--- src/rtl/fifo_pkg.sv ---
// Shared constants for the synchronous FIFO and its storage sub-module.
package fifo_pkg;

    // Default geometry: 8 entries of 8 bits, 3-bit pointers.
    localparam int FIFO_DATA_WIDTH = 8;
    localparam int FIFO_DEPTH      = 8;
    localparam int FIFO_ADDR_WIDTH = 3;

endpackage : fifo_pkg

--- src/rtl/fifo_mem.sv ---
// DEPTH x DATA_WIDTH storage with one synchronous write port and one
// registered read port. The read register is the FIFO's data_out and
// holds its value whenever no read is requested.
module fifo_mem
    import fifo_pkg::*;
#(
    parameter int DATA_WIDTH = FIFO_DATA_WIDTH,
    parameter int DEPTH      = FIFO_DEPTH,
    parameter int ADDR_WIDTH = FIFO_ADDR_WIDTH
) (
    input  logic                  clk,
    input  logic                  rst,
    input  logic                  wr_en,
    input  logic [ADDR_WIDTH-1:0] wr_addr,
    input  logic [DATA_WIDTH-1:0] wr_data,
    input  logic                  rd_en,
    input  logic [ADDR_WIDTH-1:0] rd_addr,
    output logic [DATA_WIDTH-1:0] rd_data
);

    logic [DATA_WIDTH-1:0] mem_q [DEPTH];
    logic [DATA_WIDTH-1:0] rd_data_d;
    logic [DATA_WIDTH-1:0] rd_data_q;

    // Storage array: written on accepted writes only, never reset
    // (stale entries are unreachable once the pointers are cleared).
    always_ff @(posedge clk) begin
        if (wr_en) begin
            mem_q[wr_addr] <= wr_data;
        end
    end

    // Next read data: load the addressed entry on a read, otherwise hold.
    always_comb begin
        rd_data_d = rd_data_q;
        if (rd_en) begin
            rd_data_d = mem_q[rd_addr];
        end
    end

    // Read data register, cleared by reset.
    always_ff @(posedge clk) begin
        if (rst) begin
            rd_data_q <= '0;
        end else begin
            rd_data_q <= rd_data_d;
        end
    end

    assign rd_data = rd_data_q;

endmodule : fifo_mem

--- src/rtl/fifo.sv ---
// Synchronous single-clock FIFO. Pointers, occupancy count and the
// registered full/empty flags live here; storage is in fifo_mem.
// Note: rst_n is an active-high synchronous reset despite its name.
module fifo
    import fifo_pkg::*;
#(
    parameter int DATA_WIDTH = FIFO_DATA_WIDTH,
    parameter int DEPTH      = FIFO_DEPTH,
    parameter int ADDR_WIDTH = FIFO_ADDR_WIDTH
) (
    input  logic                  clk,
    input  logic                  rst_n,
    input  logic [DATA_WIDTH-1:0] data_in,
    input  logic                  write_enable,
    input  logic                  read_enable,
    output logic [DATA_WIDTH-1:0] data_out,
    output logic                  full,
    output logic                  empty
);

    localparam int CW = ADDR_WIDTH + 1;

    logic [ADDR_WIDTH-1:0] wr_ptr_q, wr_ptr_d;
    logic [ADDR_WIDTH-1:0] rd_ptr_q, rd_ptr_d;
    logic [CW-1:0]         count_q,  count_d;
    logic                  full_q,   full_d;
    logic                  empty_q,  empty_d;

    logic wr_acc;
    logic rd_acc;

    // Accept a request only if it cannot overflow or underflow. Gating on
    // the registered flags makes read+write on an empty FIFO a pure write
    // and read+write on a full FIFO a pure read.
    always_comb begin
        wr_acc = write_enable & ~full_q;
        rd_acc = read_enable  & ~empty_q;
    end

    // Next pointers, count and flags; pointers wrap naturally at DEPTH.
    always_comb begin
        wr_ptr_d = wr_ptr_q;
        rd_ptr_d = rd_ptr_q;
        count_d  = count_q;
        if (wr_acc) begin
            wr_ptr_d = wr_ptr_q + ADDR_WIDTH'(1);
        end
        if (rd_acc) begin
            rd_ptr_d = rd_ptr_q + ADDR_WIDTH'(1);
        end
        case ({wr_acc, rd_acc})
            2'b10:   count_d = count_q + CW'(1);
            2'b01:   count_d = count_q - CW'(1);
            default: count_d = count_q;
        endcase
        full_d  = (count_d == CW'(DEPTH));
        empty_d = (count_d == '0);
    end

    // Control state; reset wins over any concurrent request.
    always_ff @(posedge clk) begin
        if (rst_n) begin
            wr_ptr_q <= '0;
            rd_ptr_q <= '0;
            count_q  <= '0;
            full_q   <= 1'b0;
            empty_q  <= 1'b1;
        end else begin
            wr_ptr_q <= wr_ptr_d;
            rd_ptr_q <= rd_ptr_d;
            count_q  <= count_d;
            full_q   <= full_d;
            empty_q  <= empty_d;
        end
    end

    fifo_mem #(
        .DATA_WIDTH (DATA_WIDTH),
        .DEPTH      (DEPTH),
        .ADDR_WIDTH (ADDR_WIDTH)
    ) u_mem (
        .clk     (clk),
        .rst     (rst_n),
        .wr_en   (wr_acc),
        .wr_addr (wr_ptr_q),
        .wr_data (data_in),
        .rd_en   (rd_acc),
        .rd_addr (rd_ptr_q),
        .rd_data (data_out)
    );

    assign full  = full_q;
    assign empty = empty_q;

endmodule : fifo

--- config.mk ---
export PLATFORM = sky130hd
export DESIGN_NAME = fifo
export DESIGN_NICKNAME = d
export VERILOG_FILES = /design/src/rtl/fifo_pkg.sv /design/src/rtl/fifo_mem.sv /design/src/rtl/fifo.sv
export SDC_FILE = /design/constraint.sdc
export NUM_CORES = 1
export LEC_CHECK = 0
export BUFFER_PORTS_ARGS = -buffer_cell sky130_fd_sc_hd__buf_2
export CORE_UTILIZATION = 25
export DETAILED_ROUTE_END_ITERATION = 16
export GPL_TIMING_DRIVEN = 0
export SETUP_SLACK_MARGIN = 0.2
export SLEW_MARGIN = 0
export SYNTH_ARGS = -nofsm -noshare
export SYNTH_HDL_FRONTEND = slang
export SYNTH_SLANG_ARGS = --single-unit
export TNS_END_PERCENT = 20
--- constraint.sdc ---
create_clock -name clk -period 3.47 [get_ports clk]
set_input_delay 0.347 -clock clk [delete_from_list [all_inputs] [get_ports clk]]
set_output_delay 0.347 -clock clk [all_outputs]
set_load 0.005 [all_outputs]
Word-level counts from Yosys, hierarchy flattened
Memories as Yosys holds them, arrays and structs flattened. A register that Yosys moved wholly into a read port is not among the register bits.
Index checks and enable logic that the tools add are counted.
- add/subtract/negate cells: 4
- eq/ne operators: 3
- muxes and demuxes: 3
- reduce and logical (&&, ||, !) cells: 1
- bitwise operators: 4
- operators with widths (kind ; count):
    4-bit one-hot mux with 2 select lines ; 1
    3-bit by 1-bit adder with 3-bit output, second input constant ; 2
    4-bit by 1-bit adder with 4-bit output, second input constant ; 1
    4-bit equality test, second input constant ; 1
    4-bit logical NOT ; 1
    4-bit by 1-bit subtractor with 4-bit output, second input constant ; 1
    1-bit bitwise AND ; 2
    2-bit by 1-bit equality test with 1-bit output, second input constant ; 1
    2-bit equality test, second input constant ; 1
    1-bit two-way mux ; 2
    1-bit NOT ; 2
- output and inout bits: 10
- input port bits: 12
- flip-flop bits (word level): 12
- bits in writable memories: 64
- memories kept: 1
- memory list (memory ; words ; width ; read ports ; clocked after memory_dff ; wr ports ; line ; text):
    u_mem.mem_q ; 8 ; 8 ; 1 ; 1 ; 1 ; fifo_mem.sv:21 ; logic [DATA_WIDTH-1:0] mem_q [DEPTH];

Logic depth before layout (Yosys ltp)
Gate-level depths: netlist of the first run.
- word-level depth: 5
- depth in mapped cells: 11
- mapped depth without buffers: 10

Cells and area by module
From an unflattened synthesis of the first run, not the netlist that was laid out.
- cell total of the unflattened synthesis: 226
- area, all modules: 3412.0 um^2
- by module, submodules not included (module ; cells each ; area each (um^2) ; times used):
    fifo_mem ; 162 ; 2812.7 ; 1
    fifo ; 64 ; 599.3 ; 1

Worst setup path before layout of the first run
No wires, ideal clock.
- path type: register to register
- from: register empty_q (netlist: empty)
- to: register full_q (netlist: full)
- cell stages (with the launch flop): 12
- library setup time: 91 ps
- arrival time: 2038 ps
- path buffers: 1
- required time: 3379 ps
- setup slack: 1341 ps
- clock period less this slack: 2129 ps
- path through: dfxtp_1 > nand2b_2 > inv_1 > clkbuf_1 > nand2_1 > xnor2_1 > ha_1 > a21oi_1 > a21boi_1 > nor3_1 > xnor2_1 > nor4bb_1
- word-level cells in the longest chain between the ends: 5
- RTL lines (element ; line ; text):
    start: declaration ; fifo.sv:27 ; logic empty_q, empty_d;
    start signal: assignment ; fifo.sv:73 ; empty_q <= empty_d;
    1-bit NOT (*) ; fifo.sv:37 ; rd_acc = read_enable & ~empty_q;
    1-bit bitwise AND (*) ; fifo.sv:37 ;
    2-bit by 1-bit equality test with 1-bit output or 2-bit equality test (tied branches) ; fifo.sv:51 ; case ({wr_acc, rd_acc})
    4-bit one-hot mux with 2 select lines (*) ; fifo.sv:51 ;
    4-bit equality test (*) ; fifo.sv:56 ; full_d = (count_d == CW'(DEPTH));
    end signal: assignment ; fifo.sv:72 ; full_q <= full_d;
    end: declaration ; fifo.sv:26 ; logic full_q, full_d;
Every way passes the cells marked *; elsewhere a longest branch is shown, timed or not.
A chain may end at the register's enable or synchronous reset.

Final worst setup path of the first run
Same ends and word-level chain as after synthesis.

==> results.py, run 1 <==
metrics = {
    "timing": {
        "max_slew_margin_pct": 37.9,
        "period_share_pct": 69.1,
        "period_needed_ns": 2.40,
        "skew_ns": 0.00732,
        "finalMaxSlewViolations": 0,
        "max_freq_ghz": 0.417,
        "worst_slew_pin_slew_ns": 0.927,
        "hold_viol_final": 0,
        "fin_tns_setup_ns": 0,
        "rsz0062_at_grt": "no",
        "setup_viol_count_final": 0,
    },
    "power": {
        "seqPwrFrac_pct": 48.9,
        "cellPowerDensity_nw_per_um2": 614,
        "irDropWorstVdd_v": 0.000304,
        "p_sw_w": 0.000604,
        "power.leakage_nw": 1.28,
        "comb_power_share_pct": 15.0,
        "clkPwrFrac_pct": 36.1,
        "switching_share_pct": 25.0,
        "internal_power_w": 0.00181,
    },
    "die": {
        "initial_core_util_pct": 25.9,
        "coreArea_sq_um": 12800,
        "die_area_sq_um": 13700,
        "dieWidth_microns": 117,
        "row_count": 41,
        "die_h_microns": 117,
        "io-pin-count": 22,
    },
    "cells_and_area": {
        "nets": 244,
        "layout-drive-gt1-share_pct": 27.9,
        "area_growth_pct": 18.9,
        "fin_area_sq_um": 3930,
        "diodes": 0,
    },
    "clock_network": {
        "clockRootBuffer": "clkbuf_16",
        "clkTransAtPathRegs_ns": 0.06,
        "postCtsSetupBuffers": 0,
        "cts_resized": 0,
        "cts_hold_buf": 0,
        "cts_tree": "done",
        "cts.path.max_buffers": 2,
        "clkLatencyLatePin_ns": 0.33,
        "numCtsBuffers": 9,
        "clock-sinks": 84,
        "htreeDepth": 3,
    },
    "synth": {
        "synth_compound_area_share_pct": 3.93,
        "synth_edf_count": 64,
        "async_flop_share_pct": 0,
        "synth_xor_area_share_pct": 1.85,
        "synthMuxAreaShare_pct": 13.6,
        "synth_simple_gate_area_share_pct": 6.92,
        "synthCells": 196,
        "yosysWarningCount": 0,
        "synth.cell_area_sq_um": 3310,
        "syn-num-nets": 212,
        "ys.flop_type": "edfxtp_1",
        "synthAdderAreaFrac_pct": 1.51,
        "synth_top_family_by_area": "multiplexers",
        "ys_ff_latch": 84,
        "syn-mean-instance-area_sq_um": 16.9,
        "ys_seq_area_share_pct": 70.2,
        "synthDistinctLibCells": 32,
    },
    "placement": {
        "place.gp.congestion": 0.788,
        "hpwl_microns": 4020,
        "numPortBuffers": 20,
        "dpl_cell_area_sq_um": 3650,
    },
    "global_routing": {
        "grt_max_degree": 16,
        "grt_pass1_vias": 1708,
        "grt_pass1_wl_microns": 9200,
        "antenna_found_initial": 0,
        "track_usage_pct": 9.78,
        "gr-total-overflow": 0,
    },
    "worst_setup_path": {
        "crit_path_start": "empty",
        "critPathRequiredTime_ns": 3.72,
        "critPathMaxFanout": 10,
        "r2r_start": "empty",
        "start_kind": "register",
        "worst-path-buf-inv": 2,
        "cpMostUsedCell": "xnor2_1",
        "worstSetupPathType": "reg2reg",
        "endpoint_kind": "register",
        "path_cells": "nand2b_2 -> inv_1 -> clkbuf_1 -> nand2_1 -> xnor2_1 -> ha_1 -> a21oi_1 -> a21boi_1 -> nor3_1 -> xnor2_1 -> nor4bb_1",
        "slowest_stage": "clkbuf_1",
        "cp.arrival_ns": 2.64,
        "max_stage_delay_ns": 0.39,
        "cp_top_family": "simple AND/OR/NAND/NOR gates",
    },
    "drt": {
        "wire_per_inst_microns": 14.8,
        "postRouteAntennaNets": 0,
        "drtIter0Drc": 217,
        "drc_errors": 0,
        "routed_wl_microns": 6000,
        "dr.pass1.iters": 4,
        "vias": 1721,
        "vias_per_cell": 4.25,
    },
    "status": {
        "status": "completed",
    },
    "job": {
        "maxCapViolCount": 0,
    },
    "hold_path": {
        "hp-start": "data_in[1]",
        "worstHoldPathType": "in2reg",
    },
}
[cells by family (layout without fill, tap and decap cells)]
| group | count (synthesis) | after routing |
|---|---|---|
| flip-flops | 84 | 84 |
| AND/OR/NAND/NOR | 45 | 45 |
| multiplexers | 25 | 25 |
| AO/OA/AOI/OAI | 18 | 18 |
| buffers and inverters | 13 | 50 |
| XOR/XNOR | 7 | 7 |
| adder cells (fa/ha/maj) | 4 | 4 |
[through the flow]
| step | hold WS [ns] | power [W] | std cells | setup WS, ns | util (%) |
|---|---|---|---|---|---|
| after global routing | 0.290 | 0.00253 | 405 | 0.766 | 30.8 |
| after global placement | 0.491 | 0.00156 | 388 | 0.689 | 28.4 |
| final | 0.288 | 0.00241 | 405 | 1.07 | 30.8 |
| after detailed placement | 0.490 | 0.00157 | 389 | 1.02 | 28.6 |
| after CTS | 0.279 | 0.00244 | 405 | 1.02 | 30.8 |
| after floorplan | 0.446 | 0.00146 | 196 | 1.34 | - |
[cell usage in the layout, fill, tap and decap left out, types with 2 or more instances in the layout]
| master | instances |
|---|---|
| nor2_1 | 18 |
| nand2_1 | 9 |
| a211oi_1 | 8 |
| buf_2 | 22 |
| nand2b_1 | 4 |
| buf_4 | 3 |
| mux2i_1 | 9 |
| dfxtp_1 | 20 |
| nor3_1 | 2 |
| mux4_2 | 16 |
| clkinv_1 | 2 |
| nor3b_1 | 2 |
| edfxtp_1 | 64 |
| o22ai_1 | 2 |
| clkbuf_16 | 9 |
| xor2_1 | 2 |
| a21oi_1 | 3 |
| clkbuf_1 | 6 |
| ha_1 | 4 |
| nor3_2 | 4 |
| xnor2_1 | 5 |
| clkinv_4 | 2 |
| inv_6 | 2 |
[cells in the mapped netlist, types with 2 or more instances]
cell type	n	area share, %
a211oi_1	8	1.8
a21oi_1	3	0.45
buf_2	2	0.30
buf_4	2	0.45
clkbuf_1	6	0.68
dfxtp_1	20	12
edfxtp_1	64	58
ha_1	4	1.5
mux2i_1	9	2.7
mux4_2	16	11
nand2_1	9	1.0
nand2b_1	4	0.76
nor2_1	18	2.0
nor3_1	6	0.91
nor3b_1	2	0.45
o22ai_1	2	0.38
xnor2_1	5	1.3
xor2_1	2	0.53
[path summary, 6_finish.rpt]
path	end	slack, ns	depth (start not counted)
worst min register to register	u_mem.rd_data[2]	0.50	2
worst min-delay path	u_mem.mem_q[3][1]	0.29	1
worst max register to register	full	1.07	11
worst max-delay path	full	1.07	11
[metal layers]
metal  track usage (%)  routed length, microns  up-vias
met5                 0                       0        -
met4              5.06                     154        0
met3              3.66                     363       11
met2              15.2                    2820       42
met1              11.9                    2670      843
li1                  -                       -      825
[sequential cells by signal (all words and copies together), names as in the netlist]
name           flops
wr_ptr_q           3
u_mem.mem_q       64
empty              1
rd_ptr_q           3
full               1
u_mem.rd_data      8
count_q            4
[final cells by class]
type	count	area, sq um
Clock inverter	7	50.0
Inverter	2	7.51
Timing Repair Buffer	21	108
Clock buffer	9	225
Buffer	11	58.8
Fill cell	1238	8840
Sequential cell	84	2320
Tap cell	172	215
Multi-Input combinational cell	99	947
[worst register-to-register path, stage by stage, from the launching register on]
cell,delay (ns)
dfxtp_1,0.30
nand2b_2,0.22
inv_1,0.14
clkbuf_1,0.39
nand2_1,0.12
xnor2_1,0.15
ha_1,0.17
a21oi_1,0.14
a21boi_1,0.17
nor3_1,0.07
xnor2_1,0.23
nor4bb_1,0.21
[power groups by stage]
stage               Combinational [W]  Sequential, W  Clock (W)
floorplan                    0.000260        0.00120          0
global placement             0.000357        0.00120          0
detailed placement           0.000368        0.00120          0
CTS                          0.000369        0.00118   0.000892
global route                 0.000403        0.00119   0.000939
finish                       0.000362        0.00118   0.000871
No activity file was read; power rests on OpenSTA's default activity.
==> run 2, diff against run 1 <==
ABC_AREA = 1   (was unset)
clock period = 1.93 ns   (was 3.47 ns; I/O delays follow)
==> results.py, run 2 <==
metrics = {
    "status": {
        "status": "completed",
    },
    "timing": {
        "period_share_pct": 92.3,
        "fin_tns_setup_ns": 0,
        "setup_viol_count_final": 0,
        "period_needed_ns": 1.78,
        "skew_ns": 0.00849,
        "finalMaxSlewViolations": 0,
        "max_slew_margin_pct": 36.0,
        "worst_slew_pin_slew_ns": 0.957,
        "hold_viol_final": 0,
        "rsz0062_at_grt": "yes",
        "fin_ws_ns": 0.149,
        "whs_ns": 0.0977,
        "max_freq_ghz": 0.562,
    },
    "clock_network": {
        "clkLatencyLatePin_ns": 0.33,
        "clockRootBuffer": "clkbuf_16",
        "cts_tree": "done",
        "postCtsSetupBuffers": 0,
        "cts.path.max_buffers": 2,
        "clock-sinks": 84,
        "clkTransAtPathRegs_ns": 0.06,
        "numCtsBuffers": 9,
        "htreeDepth": 3,
    },
    "worst_setup_path": {
        "reg2reg_slack_ns": 0.15,
        "endpoint_kind": "register",
        "r2r_start": "full",
        "crit_path_start": "full",
        "worstSetupPathType": "reg2reg",
        "rr_endpoint": "u_mem.mem_q[1][4]",
        "r2r_cells": 5,
        "critPathRequiredTime_ns": 1.88,
        "critPathMaxFanout": 9,
        "crit_end": "u_mem.mem_q[1][4]",
        "cp.arrival_ns": 1.73,
        "start_kind": "register",
    },
    "synth": {
        "synth.top_cells.by_area": "edfxtp_1 (57%), dfxtp_1 (12%), o21ai_0 (6.4%)",
        "synth.top_cell.area_share_pct": 57.4,
        "ys_seq_area_share_pct": 69.3,
        "synth_edf_count": 64,
        "synth.cell_area_sq_um": 3350,
        "yosysWarningCount": 0,
        "async_flop_share_pct": 0,
        "ys.flop_type": "edfxtp_1",
        "synthDistinctLibCells": 19,
        "yosys.area.top_type": "edfxtp_1",
        "syn-num-nets": 312,
        "yosys-top-cells-count": "edfxtp_1 (64), nor2_1 (48), o21ai_0 (43), inv_1 (23), nand2_1 (23)",
        "synthCells": 296,
        "ys_ff_latch": 84,
        "syn-mean-instance-area_sq_um": 11.3,
        "yosysMostFrequentCell": "edfxtp_1",
    },
    "global_routing": {
        "grt_max_degree": 15,
        "grt_pass1_vias": 2150,
        "track_usage_pct": 11.6,
        "gr-total-overflow": 0,
        "antenna_found_initial": 0,
        "grt_pass1_wl_microns": 12000,
    },
    "cells_and_area": {
        "final_cell_mix": "edfxtp_1 (64), nor2_1 (44), o21ai_0 (42), buf_2 (30)",
        "fin_area_sq_um": 4030,
        "largest_reg_flops": 64,
        "fill_cells": 1304,
        "area_growth_pct": 20.1,
        "regMostFlops": "u_mem.mem_q",
        "fin_util_pct": 31.4,
        "layout-drive-gt1-share_pct": 16.5,
        "diodes": 0,
        "final_common_cell": "edfxtp_1",
        "nets": 344,
    },
    "drt": {
        "wire_per_inst_microns": 14.9,
        "drtIter0Drc": 220,
        "vias": 2265,
        "routed_wl_microns": 7550,
        "dr.pass1.iters": 5,
        "vias_per_cell": 4.49,
        "drc_errors": 0,
        "postRouteAntennaNets": 0,
    },
    "die": {
        "row_count": 41,
        "io-pin-count": 22,
        "die_h_microns": 118,
        "die_area_sq_um": 13900,
        "dieWidth_microns": 118,
        "coreArea_sq_um": 12800,
        "initial_core_util_pct": 26.1,
    },
    "placement": {
        "numPortBuffers": 21,
        "hpwl_microns": 4870,
        "place.gp.congestion": 0.751,
        "preCtsSetupSlack_ns": 0.0462,
        "dpl_cell_area_sq_um": 3670,
    },
    "power": {
        "power.leakage_nw": 1.46,
        "cellPowerDensity_nw_per_um2": 1300,
        "irDropWorstVdd_v": 0.000498,
    },
    "hold_path": {
        "worstHoldPathType": "in2reg",
    },
    "job": {
        "maxCapViolCount": 0,
    },
}
run 2: worst min-delay path by stage:
| stage | start | to | slack, ns | cells after the start |
|---|---|---|---|---|
| floorplan | rst_n | count_q[2] | 0.26 | 1 |
| finish | rst_n | count_q[2] | 0.1 | 2 |
| global route | rst_n | wr_ptr_q[0] | 0.1 | 2 |
| detailed placement | rst_n | wr_ptr_q[0] | 0.45 | 2 |
| CTS | rst_n | wr_ptr_q[0] | 0.09 | 2 |
| global placement | rst_n | wr_ptr_q[0] | 0.44 | 2 |
run 2: area by class of cell:
type | instances | area (sq um) | area share (%)
flip-flops and latches | 84 | 2320 | 57.7
multi-input cells | 176 | 911 | 22.6
clock buffers | 15 | 312 | 7.74
well taps | 172 | 215 | 5.35
repair buffers | 21 | 105 | 2.61
inverters | 24 | 90.1 | 2.24
plain buffers | 12 | 60.1 | 1.49
clock inverters | 1 | 8.76 | 0.218
run 2: where the power goes:
part	internal, W	switching [W]	leakage [nW]
combinational	0.000402	0.000788	0.553
sequential	0.00216	0.000116	0.746
clock	0.00111	0.000665	0.160
run 2: metal layers:
layer | GRT usage [%] | part of all wire, % | up-vias
li1 | - | - | 1120
met1 | 16.0 | 47 | 1056
met2 | 16.5 | 44 | 79
met3 | 3.54 | 7.3 | 10
met4 | 5.21 | 1.4 | 0
met5 | 0 | 0 | -
run 2: through the flow:
| stage | power (W) | cells |
|---|---|---|
| after global routing | 0.00556 | 505 |
| after CTS | 0.00524 | 505 |
| after floorplan | 0.00307 | 296 |
| after global placement | 0.00343 | 489 |
| after detailed placement | 0.00347 | 489 |
| final | 0.00524 | 505 |
run 2: cells by family after synthesis:
family	Yosys count	share of synthesized area, %
xor gates and xnor gates	2	0.523
adders and majority gates	4	1.49
and+or+nand+nor	84	10.2
DFF	84	69.3
AOI/OAI and AO/OA	86	14.0
buffers and inverters	36	4.41
run 2: what timing repair did:
item,CTS,global route
cloned,0,0
hold buffers,0,0
setup endpoints to repair,68,74
resized for setup,0,11
run 2: critical path: stages, from the launching register on:
cell	delay [ns]
dfxtp_1	0.30
inv_1	0.09
nand2_4	0.09
nor2_1	0.10
inv_1	0.08
nor2_1	0.73
